**src/rtl/serial_full_adder_unit.sv**
```systemverilog
// serial_full_adder_unit
//   Bit-serial unsigned adder. It uses one full-adder cell and one carry flop,
//   and processes one bit per clock, LSB first. The operands and carry_in are
//   captured on an accepted start. The result is presented with a one-cycle
//   done pulse and held until the next result.
//
//   Optional build macro: SERIAL_FULL_ADDER_SUBTRACT_EN
//     When defined, the 'sub' input is present. With sub=1 the unit computes
//     a - b - borrow_in, where carry_in acts as borrow_in. In that mode
//     carry_out=1 means no borrow occurred.
//
// Ports
//   clk        system clock, rising edge
//   reset      asynchronous, active-high reset
//   start      request, sampled only in IDLE
//   sub        (optional) subtract select, captured with the operands
//   a, b       operands, captured when start is accepted
//   carry_in   initial carry (borrow_in when subtracting)
//   busy       high in SHIFT and DONE
//   done       one-cycle pulse, result valid
//   sum        registered result
//   carry_out  registered final carry
//
// state  | meaning
// IDLE   | waiting for start
// SHIFT  | one bit processed per clock, WIDTH clocks in total
// DONE   | result valid, done pulse, then IDLE
module serial_full_adder_unit #(
  parameter  int WIDTH = 8,
  localparam int CNT_W = $clog2(WIDTH + 1)
) (
  input  logic             clk,
  input  logic             reset,
  input  logic             start,
`ifdef SERIAL_FULL_ADDER_SUBTRACT_EN
  input  logic             sub,
`endif
  input  logic [WIDTH-1:0] a,
  input  logic [WIDTH-1:0] b,
  input  logic             carry_in,
  output logic             busy,
  output logic             done,
  output logic [WIDTH-1:0] sum,
  output logic             carry_out
);

  typedef enum logic [1:0] {
    S_IDLE  = 2'd0,
    S_SHIFT = 2'd1,
    S_DONE  = 2'd2
  } state_t;

  state_t           r_state;
  logic [WIDTH-1:0] r_a_sh;
  logic [WIDTH-1:0] r_b_sh;
  logic [WIDTH-1:0] r_sum_sh;
  logic [CNT_W-1:0] r_cnt;
  logic             r_c;
  logic             r_busy;
  logic             r_done;
  logic [WIDTH-1:0] r_sum;
  logic             r_cout;

  logic [WIDTH-1:0] w_b_in;
  logic             w_c_in;
  logic             w_s;
  logic             w_c;
  logic [WIDTH-1:0] w_sum_next;
  logic             w_last;

  // Subtraction is a + ~b + ~borrow_in. Inverting at capture time leaves the
  // datapath identical for add and subtract.
`ifdef SERIAL_FULL_ADDER_SUBTRACT_EN
  assign w_b_in = sub ? ~b : b;
  assign w_c_in = sub ? ~carry_in : carry_in;
`else
  assign w_b_in = b;
  assign w_c_in = carry_in;
`endif

  assign w_s        = r_a_sh[0] ^ r_b_sh[0] ^ r_c;
  assign w_c        = (r_a_sh[0] & r_b_sh[0]) | (r_a_sh[0] & r_c) | (r_b_sh[0] & r_c);
  assign w_sum_next = {w_s, r_sum_sh[WIDTH-1:1]};
  assign w_last     = (r_cnt == CNT_W'(WIDTH - 1));

  always_ff @(posedge clk or posedge reset) begin
    if (reset) begin
      r_state  <= S_IDLE;
      r_a_sh   <= '0;
      r_b_sh   <= '0;
      r_sum_sh <= '0;
      r_cnt    <= '0;
      r_c      <= 1'b0;
      r_busy   <= 1'b0;
      r_done   <= 1'b0;
      r_sum    <= '0;
      r_cout   <= 1'b0;
    end else begin
      case (r_state)
        S_IDLE: begin
          r_done <= 1'b0;
          if (start) begin
            r_a_sh  <= a;
            r_b_sh  <= w_b_in;
            r_c     <= w_c_in;
            r_cnt   <= '0;
            r_busy  <= 1'b1;
            r_state <= S_SHIFT;
          end
        end
        S_SHIFT: begin
          r_c      <= w_c;
          r_a_sh   <= r_a_sh >> 1;
          r_b_sh   <= r_b_sh >> 1;
          r_sum_sh <= w_sum_next;
          r_cnt    <= r_cnt + CNT_W'(1);
          // The final bit goes straight into the result registers. This way
          // sum/carry_out are stable for the whole DONE cycle.
          if (w_last) begin
            r_sum   <= w_sum_next;
            r_cout  <= w_c;
            r_done  <= 1'b1;
            r_state <= S_DONE;
          end
        end
        S_DONE: begin
          r_done  <= 1'b0;
          r_busy  <= 1'b0;
          r_state <= S_IDLE;
        end
        default: begin
          r_done  <= 1'b0;
          r_busy  <= 1'b0;
          r_state <= S_IDLE;
        end
      endcase
    end
  end

  assign busy      = r_busy;
  assign done      = r_done;
  assign sum       = r_sum;
  assign carry_out = r_cout;

endmodule

```
**config.mk**
```make
export PLATFORM = sky130hd
export DESIGN_NAME = serial_full_adder_unit
export DESIGN_NICKNAME = d
export VERILOG_FILES = /design/src/rtl/serial_full_adder_unit.sv
export SDC_FILE = /design/constraint.sdc
export NUM_CORES = 1
export LEC_CHECK = 0
export CELL_PAD_IN_SITES_DETAIL_PLACEMENT = 1
export CELL_PAD_IN_SITES_GLOBAL_PLACEMENT = 1
export CORE_MARGIN = 3
export CORE_UTILIZATION = 51
export DETAILED_ROUTE_END_ITERATION = 8
export DONT_BUFFER_PORTS = 1
export PLACE_DENSITY_LB_ADDON = 0.1
export SYNTH_ARGS = -nofsm -noshare
export SYNTH_HDL_FRONTEND = slang
export SYNTH_SLANG_ARGS = --single-unit
```
**constraint.sdc**
```tcl
create_clock -name clk -period 2.15 [get_ports clk]
set_input_delay 0.215 -clock clk [delete_from_list [all_inputs] [get_ports clk]]
set_output_delay 0.215 -clock clk [all_outputs]
set_load 0.005 [all_outputs]
```
==> flow_metrics.py, run 1 <==
metrics = {
    "floorplanning": {
        "pin_count": 31,
        "initial_core_util": 0.544,
        "core.rowCount": 20,
        "die_area_sq_um": 4070,
        "core_area_sq_um": 3130,
        "die_w_microns": 63.8,
        "fp.dieH_microns": 63.8,
    },
    "outcome": {
        "status": "finished, final reports clean",
    },
    "sta": {
        "worst_pin_slew_ns": 0.502,
        "max_freq_ghz": 0.573,
        "setup_tns_ns": 0,
        "finalCritPeriodShare": 0.811,
        "hold_viol": 0,
        "period_needed_ns": 1.74,
        "rsz0062_at_grt": "false",
        "skew_ns": 0.0123,
        "setup_viol": 0,
        "maxSlewViolCount": 0,
        "slew_headroom": 0.664,
        "fin_hold_ws_ns": 0.0803,
    },
    "critical_path": {
        "slowest_stage": "nor3_4",
        "critical_path_required_ns": 2.38,
        "worstSetupPathType": "flop to flop",
        "cp.arrival_ns": 1.98,
        "crit_path_start_kind": "flop",
        "cp_max_fo": 10,
        "path_cells": "nand2b_1, nor3_4, mux2_2",
        "critPathMaxStageDelay_ns": 0.53,
        "critPathCaptureType": "flop",
    },
    "global_route": {
        "grt_max_degree": 42,
        "grtUsageTotal": 0.201,
        "antenna_found_initial": 0,
        "grt_pass1_wl_microns": 6190,
        "globalRouteOverflowTotal": 0,
        "grt_pass1_vias": 1245,
    },
    "pwr": {
        "p_int_uw": 1700,
        "p_total_uw": 2700,
        "powerDensity_nw_per_um2": 1440,
        "ir_drop_mv": 0.590,
        "seq_power_share": 0.497,
        "p_sw_frac": 0.369,
        "p_leak_uw": 0.000867,
        "p_sw_uw": 997,
        "clkPwrFrac": 0.157,
        "pwr-share-comb": 0.346,
    },
    "placed_design": {
        "globalplace.congestion": 0.778,
        "dpl_cell_area_sq_um": 1770,
        "io_buffers": 0,
        "detailed_place_hpwl_microns": 2450,
    },
    "drt": {
        "drtIter0Drc": 85,
        "wl_met3_microns": 152,
        "avgRoutedWirePerCell_microns": 16.9,
        "drtPass1Iterations": 4,
        "vias": 1157,
        "via_per_inst": 5.59,
        "routed_wirelength_microns": 3500,
        "drt.antenna.violating_nets": 0,
        "drcViolationCount": 0,
        "met2_length_microns": 1780,
        "top_layer": "met4",
        "drt-met1-wl_microns": 1520,
    },
    "finish": {
        "drive_gt1_frac": 0.160,
        "area_growth_pct": 9.70,
        "fillers": 338,
        "mostFrequentLayoutCells": "dfrtp_1 (41), nand2_1 (38), o21ai_0 (16)",
        "final_cell_area_sq_um": 1870,
        "n_antenna_cell": 0,
        "utilization": 0.597,
        "final_nets": 184,
        "final_common_cell": "dfrtp_1",
    },
    "clocking": {
        "clockRootBuffer": "clkbuf_4",
        "cts_tree": "done",
        "ctsLongestPathBuffers": 2,
        "h-tree-depth": 2,
        "clock-sinks": 41,
        "clk_latency_ns": 0.35,
        "cts.clk_slew.worst_paths_ns": 0.12,
        "post_cts_buffers": 0,
        "cts-buffers-inserted": 5,
    },
    "job": {
        "maxCapViolCount": 0,
    },
    "logic_synthesis": {
        "synthCells": 154,
        "syn-num-nets": 176,
        "ys_warn_count": 0,
        "yosysSeqAreaShare": 0.602,
        "synth_area_per_cell_sq_um": 11.1,
        "ys_ff_latch": 41,
        "yosysUniqueCellTypes": 23,
        "synth_area_sq_um": 1700,
    },
    "min_path": {
        "hold_path.class": "input pin to flop",
    },
}
## what timing repair did
item                      CTS  global route
hold endpoints to repair   43             0
hold buffers                3             0
resized for setup           0             0
## power by group through the flow
stage / Sequential [uW] / Combinational, uW / Clock (uW)
after floorplan: 1290 / 727 / 0
after global placement: 1340 / 881 / 0
after detailed placement: 1360 / 943 / 0
after CTS: 1340 / 948 / 445
after global routing: 1390 / 1080 / 485
final: 1340 / 933 / 425
## critical path, delay by kind of cell (launching register included)
family | cells | cell delay (ns)
multiplexers | 1 | 0.40
AND/OR/NAND/NOR | 2 | 0.86
flip-flops | 1 | 0.38
## synthesized netlist by cell type
| cell | number | area share |
|---|---|---|
| buf_2 | 1 | 0.0029 |
| a21oi_1 | 3 | 0.0088 |
| o31ai_1 | 1 | 0.0044 |
| a22o_1 | 4 | 0.021 |
| nand3_1 | 1 | 0.0029 |
| mux2_2 | 10 | 0.066 |
| dfrtp_1 | 41 | 0.60 |
| inv_1 | 1 | 0.0022 |
| nor2b_1 | 3 | 0.011 |
| clkbuf_1 | 7 | 0.015 |
| a22oi_1 | 14 | 0.062 |
| o21bai_1 | 1 | 0.0044 |
| nand2b_1 | 1 | 0.0037 |
| and3b_1 | 2 | 0.010 |
| and2_0 | 1 | 0.0037 |
| nor3_4 | 1 | 0.0096 |
| buf_6 | 1 | 0.0066 |
| o21ai_0 | 16 | 0.047 |
| ha_1 | 1 | 0.0073 |
| nor2_1 | 4 | 0.0088 |
| o21a_1 | 1 | 0.0044 |
| nand2_1 | 38 | 0.084 |
| fa_1 | 1 | 0.012 |
## state kept, by name, summed over array words and instances, names as in the netlist
register and cells:
r_b_sh 8, carry_out 1, busy 1, sum 8, r_a_sh 8, r_sum_sh 7, r_cnt 4, r_state 2
r_c 1, done 1
## logic make-up (layout without fill, tap and decap cells)
group	after synthesis	count (layout)	share of synthesized area
flops	41	41	0.602
mux	10	10	0.0661
buf+inv	10	19	0.0272
compound gates	40	40	0.151
fa+ha+maj	2	2	0.0191
simple gates	51	51	0.134
## cell type report
class                      instances  area [sq um]  share of cell area
sequential                        41          1030               0.549
timing repair buffer              10          82.6              0.0442
clock buffer                       7          65.1              0.0348
multi-input combinational        103           631               0.338
tap                               44          55.1              0.0295
clock inverter                     1          5.00             0.00268
inverter                           1          3.75             0.00201
## worst paths after layout
kind	start	end	slack, ns	depth (start not counted)
setup / recovery	r_state[1]$_DFFE_PP0P_	sum[7]$_DFFE_PP0P_	0.41	3
hold / removal	a[6]	r_a_sh[6]$_DFFE_PP0P_	0.08	2
setup reg to reg	r_state[1]$_DFFE_PP0P_	sum[7]$_DFFE_PP0P_	0.41	3
hold reg to reg	r_b_sh[1]$_DFFE_PP0P_	r_b_sh[1]$_DFFE_PP0P_	0.50	2
max in group asynchronous	reset	r_b_sh[4]$_DFFE_PP0P_	1.38	3
min in group asynchronous	reset	r_a_sh[1]$_DFFE_PP0P_	0.42	3
## through the flow
stage	instances	worst slack [ns]
after global placement	196	0.440
after floorplan	154	0.681
after CTS	207	0.374
final	207	0.406
after global routing	207	0.255
after detailed placement	196	0.396
## metal layers
metal | GRT usage | vias to the layer above
met3 | 0.0545 | 6
met1 | 0.257 | 577
li1 | - | 547
met4 | 0.0728 | 0
met5 | 0 | -
met2 | 0.328 | 27
Note: power is estimated with default switching activity, not from simulation.
==> inputs of run 2 (changes only) <==
--- a/config.mk
+++ b/config.mk
@@ -8,7 +8,7 @@
 export CELL_PAD_IN_SITES_DETAIL_PLACEMENT = 1
 export CELL_PAD_IN_SITES_GLOBAL_PLACEMENT = 1
 export CORE_MARGIN = 3
-export CORE_UTILIZATION = 51
+export CORE_UTILIZATION = 43
 export DETAILED_ROUTE_END_ITERATION = 8
 export DONT_BUFFER_PORTS = 1
 export PLACE_DENSITY_LB_ADDON = 0.1
==> constraint.sdc (replaced) <==
create_clock -name clk -period 1.6 [get_ports clk]
set_input_delay 0.16 -clock clk [delete_from_list [all_inputs] [get_ports clk]]
set_output_delay 0.16 -clock clk [all_outputs]
set_load 0.005 [all_outputs]
==> run 2 against run 1 <==
Utilization decreased by 7.1 points; sequential share of layout area down 2.8 points; register-to-register slack lost 0.26 ns; highest routed layer unchanged.
==> flow_metrics.py, run 2 (synthesis gave the netlist of run 1 again) <==
metrics = {
    "min_path": {
        "hold_path.class": "input pin to flop",
    },
    "floorplanning": {
        "initial_core_util": 0.455,
        "fp.dieH_microns": 68.9,
        "core.rowCount": 22,
        "die_w_microns": 68.9,
        "core_area_sq_um": 3740,
        "die_area_sq_um": 4750,
        "pin_count": 31,
    },
    "global_route": {
        "grt_pass1_vias": 1309,
        "antenna_found_initial": 0,
        "globalRouteOverflowTotal": 0,
        "grt_max_degree": 42,
        "grt_pass1_wl_microns": 6230,
        "grtUsageTotal": 0.185,
    },
    "placed_design": {
        "globalplace.congestion": 0.697,
        "io_buffers": 0,
        "detailed_place_hpwl_microns": 2560,
    },
    "pwr": {
        "p_leak_uw": 0.000919,
        "ir_drop_mv": 0.725,
        "powerDensity_nw_per_um2": 2000,
    },
    "clocking": {
        "h-tree-depth": 2,
        "ctsResizeCount": 0,
        "cts-buffers-inserted": 5,
        "cts.clk_slew.worst_paths_ns": 0.08,
        "ctsLongestPathBuffers": 2,
        "clk_latency_ns": 0.29,
        "clockRootBuffer": "clkbuf_8",
        "cts_tree": "done",
        "clock-sinks": 41,
    },
    "drt": {
        "via_per_inst": 5.39,
        "routed_wirelength_microns": 3660,
        "drtIter0Drc": 63,
        "drtPass1Iterations": 4,
        "vias": 1176,
        "drcViolationCount": 0,
        "drt.antenna.violating_nets": 0,
        "avgRoutedWirePerCell_microns": 16.8,
    },
    "sta": {
        "finalCritPeriodShare": 0.909,
        "worst_pin_slew_ns": 0.499,
        "skew_ns": 0.00908,
        "setup_tns_ns": 0,
        "slew_headroom": 0.667,
        "rsz0062_at_grt": "false",
        "hold_viol": 0,
        "maxSlewViolCount": 0,
        "max_freq_ghz": 0.688,
        "fin_hold_ws_ns": 0.0650,
        "period_needed_ns": 1.45,
        "setup_viol": 0,
    },
    "finish": {
        "mostFrequentLayoutCells": "dfrtp_1 (41), nand2_1 (38), o21ai_0 (16)",
        "area_growth_pct": 15.7,
        "multi_input_area_sq_um": 631,
        "final_common_cell": "dfrtp_1",
        "drive_gt1_frac": 0.194,
        "n_antenna_cell": 0,
        "final_nets": 191,
        "fillers": 428,
        "ff_latch_area_sq_um": 1030,
    },
    "outcome": {
        "status": "finished, final reports clean",
    },
    "critical_path": {
        "crit_path_start_kind": "flop",
        "worstSetupPathType": "flop to flop",
        "critical_path_required_ns": 1.78,
        "cp_max_fo": 7,
        "cp.arrival_ns": 1.64,
        "critPathCaptureType": "flop",
    },
    "job": {
        "maxCapViolCount": 0,
    },
}
run 2: changes by cell type in the layout (fill, tap and decap cells not counted):
cell	delta
clkbuf_8	+5
buf_12	+1
clkbuf_4	-5
buf_4	+6
run 2: final timing paths:
path	startpoint	end	slack, ns	cells past startpoint
worst max-delay path	r_cnt[1]$_DFFE_PP0P_	carry_out$_DFFE_PP0P_	0.15	5
worst min-delay path	carry_in	r_c$_DFFE_PP0P_	0.07	2
worst max register to register	r_cnt[1]$_DFFE_PP0P_	carry_out$_DFFE_PP0P_	0.15	5
worst min register to register	r_a_sh[3]$_DFFE_PP0P_	r_a_sh[3]$_DFFE_PP0P_	0.49	2
max in group asynchronous	reset	r_cnt[0]$_DFFE_PP0P_	0.82	3
min in group asynchronous	reset	sum[6]$_DFFE_PP0P_	0.43	3
run 2: worst max-delay path, cell delays in order, from the launching register on:
cell and delay, ns:
dfrtp_1 0.38, ha_1 0.18, nand2_1 0.11, nor3_4 0.15, buf_4 0.19, mux2_2 0.35
run 2: layer usage:
| metal | vias to the layer above | wire (microns) | global-route usage |
|---|---|---|---|
| met5 | - | 0 | 0 |
| met4 | 0 | 63 | 0.0730 |
| met3 | 7 | 205 | 0.0697 |
| met2 | 33 | 1900 | 0.325 |
| met1 | 577 | 1490 | 0.199 |
| li1 | 559 | - | - |
run 2: metrics by stage:
step / std cells / power, uW / setup WS [ns] / util / area, sq um
3_3_place_gp: 205 / 3080 / 0.202 / 0.487 / 1820
5_1_grt: 218 / 4280 / 0.0294 / 0.526 / 1970
3_5_place_dp: 205 / 3210 / 0.125 / 0.487 / 1820
2_1_floorplan: 154 / 2710 / 0.131 / - / 1700
4_1_cts: 216 / 3970 / 0.105 / 0.522 / 1950
6_report: 218 / 3930 / 0.146 / 0.526 / 1970
run 2: power breakdown:
part	total (uW)	internal (uW)	switching [uW]
clock	745	390	355
sequential	1790	1480	307
combinational	1400	673	726
run 2: final cells by class:
| class | instances | share of cell area |
|---|---|---|
| Clock buffer | 7 | 0.0489 |
| Clock inverter | 1 | 0.00254 |
| Sequential cell | 41 | 0.521 |
| Tap cell | 48 | 0.0305 |
| Multi-Input combinational cell | 103 | 0.320 |
| Timing Repair Buffer | 17 | 0.0750 |
| Inverter | 1 | 0.00191 |
run 2: repair_timing:
action | CTS | global route
setup endpoints to repair | 0 | 2
hold buffers | 3 | 0
hold endpoints to repair | 43 | 0
buffers inserted | 0 | 2
